## src/rtl/switch_debouncer.sv

```systemverilog
// switch_debouncer: synchronizes raw switch pins, debounces each bit and flags accepted edges
module switch_debouncer #(
    parameter int WIDTH       = 8,
    parameter int CNT_MAX     = 1000000,
    parameter int SYNC_STAGES = 2
) (
    input  logic             clk,
    input  logic             rst,
    input  logic [WIDTH-1:0] swt_raw,
    output logic [WIDTH-1:0] swt,
    output logic [WIDTH-1:0] rise,
    output logic [WIDTH-1:0] fall,
    output logic             changed
);
    localparam int CW = (CNT_MAX > 1) ? $clog2(CNT_MAX) : 1;
    localparam logic [CW-1:0] LAST = CW'(CNT_MAX - 1);

    logic [WIDTH-1:0] r_sync [SYNC_STAGES];
    logic [CW-1:0]    r_cnt  [WIDTH];
    logic [WIDTH-1:0] w_sync;
    logic [WIDTH-1:0] w_diff;
    logic [WIDTH-1:0] w_done;

    assign w_sync  = r_sync[SYNC_STAGES-1];
    assign w_diff  = w_sync ^ swt;
    assign changed = |(rise | fall);

    // a bit is accepted when it still differs on the edge its count reaches the last value
    always_comb begin
        w_done = '0;
        for (int i = 0; i < WIDTH; i++)
            w_done[i] = w_diff[i] && (r_cnt[i] == LAST);
    end

    // plain flop chain bringing the raw pins into the clock domain
    always_ff @(posedge clk) begin
        if (rst) begin
            for (int s = 0; s < SYNC_STAGES; s++)
                r_sync[s] <= '0;
        end else begin
            r_sync[0] <= swt_raw;
            for (int s = 1; s < SYNC_STAGES; s++)
                r_sync[s] <= r_sync[s-1];
        end
    end

    // stability counters: restart on agreement or on acceptance, otherwise count up
    always_ff @(posedge clk) begin
        if (rst) begin
            for (int i = 0; i < WIDTH; i++)
                r_cnt[i] <= '0;
        end else begin
            for (int i = 0; i < WIDTH; i++)
                r_cnt[i] <= (!w_diff[i] || w_done[i]) ? '0 : r_cnt[i] + 1'b1;
        end
    end

    // accepted levels plus single-cycle edge pulses aligned with the new level
    always_ff @(posedge clk) begin
        if (rst) begin
            swt  <= '0;
            rise <= '0;
            fall <= '0;
        end else begin
            swt  <= swt ^ w_done;
            rise <= w_done & w_sync;
            fall <= w_done & ~w_sync;
        end
    end
endmodule

```

## config.mk

```make
export PLATFORM = sky130hd
export DESIGN_NAME = switch_debouncer
export DESIGN_NICKNAME = d
export VERILOG_FILES = /design/src/rtl/switch_debouncer.sv
export SDC_FILE = /design/constraint.sdc
export NUM_CORES = 1
export LEC_CHECK = 0
export ABC_AREA = 1
export BUFFER_PORTS_ARGS = -buffer_cell sky130_fd_sc_hd__buf_4
export CAP_MARGIN = 20
export CORE_MARGIN = 2
export CORE_UTILIZATION = 30
export DETAILED_ROUTE_END_ITERATION = 8
export PLACE_DENSITY_LB_ADDON = 0.3
export RECOVER_POWER = 25
export SLEW_MARGIN = 20
export SYNTH_ARGS = -nofsm -noshare
export SYNTH_HDL_FRONTEND = slang
export SYNTH_SLANG_ARGS = --single-unit
export TNS_END_PERCENT = 50
```

## constraint.sdc

```tcl
create_clock -name clk -period 2.99 [get_ports clk]
set_input_delay 0.1495 -clock clk [delete_from_list [all_inputs] [get_ports clk]]
set_output_delay 0.1495 -clock clk [all_outputs]
set_load 0.02 [all_outputs]
```

# Word level (Yosys, flattened, before mapping)
# Memory sizes are Yosys's and may differ from the RTL's.
# Index checks and enable logic that the tools add are counted.
# word_totals
mem_bits_ro	0
register_bits	24
mem_bits_rw	176
in_bits	10
latchBits	0
word_cells	83
n_memories	2
# memory_table
name	depth	width	rd	rd_clocked_by_memory_dff	wr	line_no	text
r_cnt	8	20	8	0	8	19	logic [CW-1:0] r_cnt [WIDTH];
r_sync	2	8	2	0	2	18	logic [WIDTH-1:0] r_sync [SYNC_STAGES];
# op_classes
order_cmp	0
n_eq_ne	8
n_reduce_logical	25
n_mul	0
n_mux	21
n_div	0
addsub	8
bitwise_logic	16
n_shift	0
# op_table
cell	n
$mux W20	16
$add A20 B1 Y20 const B	8
$eq A20 B20 Y1 const B	8
$and A8 B8 Y8	2
$mux W8	2
$xor A8 B8 Y8	2
$or A1 B1 Y1	10
$logic_and A1 B1 Y1	8
$logic_not A1 Y1	8
$logic_or A1 B1 Y1	8
$not A8 Y8	1
$or A8 B8 Y8	1
$reduce_or A8 Y1	1
$mux W1	3

# Logic depth before layout (Yosys ltp)
# logic_depth
ltp_word	5
mapped_depth	10

# Worst setup path after synthesis
# Ideal clock, no wire load.
# synth_timing
path_kind	flip-flop to flip-flop
start	memory r_cnt[0][40] (netlist bit)
end	memory r_cnt[0][51] (netlist bit)
setup_ps	115
required_ps	2875
t_arrival_ps	1267
slack_ps	1609
n_path_buf	1
stages_incl_launch_ff	10
synth_period_minus_slack_ps	1381
path_cell_list	dfxtp_1 ha_1 nand2_2 nor2_4 nand2_4 clkinv_2 nand3_2 nand2_4 buf_6 nor2_1
# synth_rtl
element	line_no
start, declared	19

# Final worst setup path
# layout_timing
start	register fall[2]
end	output port changed
# layout_via
elab_chain_len	2
# layout_rtl
element	line_no	text
start, declared	12	output logic [WIDTH-1:0] fall,
start signal, assigned	67	fall <= w_done & ~w_sync;
$or A8 B8 Y8	26	assign changed = |(rise | fall);
$reduce_or A8 Y1	26	
end, declared	13	output logic changed
# Every way passes these cells.

==> flow_summary.yaml <==
run_status:
  status: "finished clean"
yosys:
  synth-seq-cells: 200
  muxShareOfSynthArea: 0
  yosys.area_share.simple: 0.401
  synth-adder-area-share: 0.0102
  yosysSeqAreaShare: 0.408
  synth_xor_area_frac: 0.0606
  synthesis.area_um2: 9820
  yosys_warnings: 0
  async_flop_share: 0
  synth_top_cell_by_area: "dfxtp_1"
  ys.flop_type: "dfxtp_1"
  yosysUniqueCellTypes: 32
  yosysTopAreaCellShare: 0.408
  avgSynthCellArea_um2: 6.65
  synth_top_family_by_area: "simple AND/OR/NAND/NOR gates"
  synth_compound_area_frac: 0.0383
  synthTopCellsByArea: "dfxtp_1 41%, nand2_1 14%, nor2_1 14%"
  synth_edf_count: 0
  syn_nets: 1495
  syn_inst: 1477
pwr:
  power.total_mw: 5.12
  p_leak_nw: 3.62
  power.density_nw_per_um2: 462
  irDropWorstVdd_v: 0.000322
sta:
  fin_crit_ps: 1930
  rsz0062_at_grt: "false"
  finalWorstSetupSlack_ps: 1060
  slew_viol_final: 0
  setup_violations: 0
  tns_ps: 0
  skew_ps: 12.5
  tightest_slew_ps: 724
  max_freq_ghz: 0.518
  hold_viol: 0
  relSlewSlack: 0.516
  fin_crit_sh: 0.646
job:
  maxCapViolCount: 0
global_routing:
  grt_pass1_wl_um: 35800
  antenna_found_initial: 0
  overflow: 0
  grt_max_degree: 21
  first_global_vias: 7937
  track_usage: 0.126
setup_path:
  start_kind: "flop"
  required_ps: 2840
  cp_top_family: "simple AND/OR/NAND/NOR gates"
  path_max_fanout: 2
  cp_slowest_stage_delay_ps: 540
  crit_chain: "nor4_1 > nand4_1 > buf_4"
  worstPathArrival_ps: 1780
  worst-setup-path-type: "flop to output pin"
  path_buf_inv: 1
  critical_path.slowest_cell: "nor4_1"
  cp-end-kind: "output pin"
cts:
  insertion_delay_ps: 430
  cts_made_buffers: 17
  cts_tree: "built"
  path_clk_slew_ps: 70
  clockBufferDepth: 2
  cts-resized-gates: 0
  clock-sinks: 200
  htree_levels: 4
  cts-root-buf: "clkbuf_16"
layout:
  fill_cells: 3600
  nets: 1540
  syn2layout_area_growth_pct: 12.8
  drive_gt1_frac: 0.0483
  diodes: 0
routing:
  drc_errors: 0
  dr_wl_met2_um: 9950
  top_layer_used: "met4"
  drt-total-wl_um: 20700
  ant_nets: 0
  drt-pass1-iter-count: 4
  drt-met1-wl_um: 9870
  wl_per_cell_um: 10.5
  initialDrtViolationCount: 384
  vias: 8495
  routed-wl-met3_um: 522
  viasPerCell: 4.30
hold_path:
  holdCritPathClass: "input pin to flop"
die:
  dieHeight_um: 185
  initial_utilization: 0.303
  core_um2: 32400
  dieArea_um2: 34200
  io_pins: 35
  fp.dieW_um: 185
  rows: 66
placed_design:
  port_buffers: 34
  routabilityCongestion: 0.854
  place_ws_ps: 1180
  dp_hpwl_um: 15800
logic make-up (layout without fill, tap and decap cells):
logic type	after synthesis	in the layout
AND/OR/NAND/NOR	933	933
adder cells (fa/ha/maj)	8	8
XOR/XNOR	68	68
flip-flops	200	200
buffers and inverters	199	255
AO/OA/AOI/OAI	69	69
layer usage:
layer,vias up,GRT usage
met1,3746,0.155
met2,89,0.225
met4,0,0.0352
met3,19,0.0230
li1,4641,-
met5,-,0
synth_stat cells (all sizes together), types with 10 or more instances:
cell type  number
inv           181
dfxtp         200
a21oi          50
nand4          29
xor2           43
nand2         377
xnor2          25
nor3           12
buf            15
nor2          378
or2            12
o21bai         10
nand3         105
state kept, by name, indices dropped and copies added (netlist names), named ones only:
register and flops:
rise 8, r_cnt 160, r_sync 16, fall 8
repair_timing:
item | CTS | global route
hold buffers | 8 | 0
setup buffers | 0 | 0
endpoints found under the hold margin | 8 | 0
power breakdown:
part / switching, mW / total, mW / internal, mW
combinational: 0.0464 / 0.0728 / 0.0263
sequential: 0.00789 / 2.68 / 2.68
clock: 0.971 / 2.36 / 1.39
total: 1.03 / 5.12 / 4.10
final cells by class:
type	instances	area [um2]	share of cell area
Sequential cell	200	4000	0.361
Clock buffer	22	484	0.0437
Multi-Input combinational cell	1078	4980	0.449
Tap cell	442	553	0.0499
Inverter	183	693	0.0626
Clock inverter	8	120	0.0108
Timing Repair Buffer	42	245	0.0221
final timing paths:
path | to | slack [ps] | from | cells past startpoint
setup / recovery | changed | 1060 | fall[2]$_SDFF_PP0_ | 3
hold / removal | r_sync[0][7]$_SDFF_PP0_ | 60 | rst | 2
setup reg to reg | r_cnt[0][130]$_SDFF_PP0_ | 1150 | r_cnt[0][120]$_SDFF_PP0_ | 6
hold reg to reg | r_sync[0][10]$_SDFF_PP0_ | 400 | r_sync[0][2]$_SDFF_PP0_ | 2
through the flow:
stage,instance area [um2],cells,util,hold WS [ps]
floorplan,9820,1477,-,256
global placement,10500,1937,0.325,355
detailed placement,10500,1937,0.325,359
CTS,11200,1975,0.346,61.8
global route,11100,1975,0.342,73.7
finish,11100,1975,0.342,64.9
cell usage in the layout (no fill, tap or decap), types with 10 or more instances in the layout:
cell         n
nor2_1     363
xor2_1      43
clkbuf_16   17
nor3_1      12
xnor2_1     25
clkbuf_1    25
o21bai_1    10
nand2_1    370
inv_1      181
nand4_1     29
dfxtp_1    200
nor2_2      11
nand3_1    103
a21oi_1     50
Note: power is estimated with default switching activity, not from simulation.
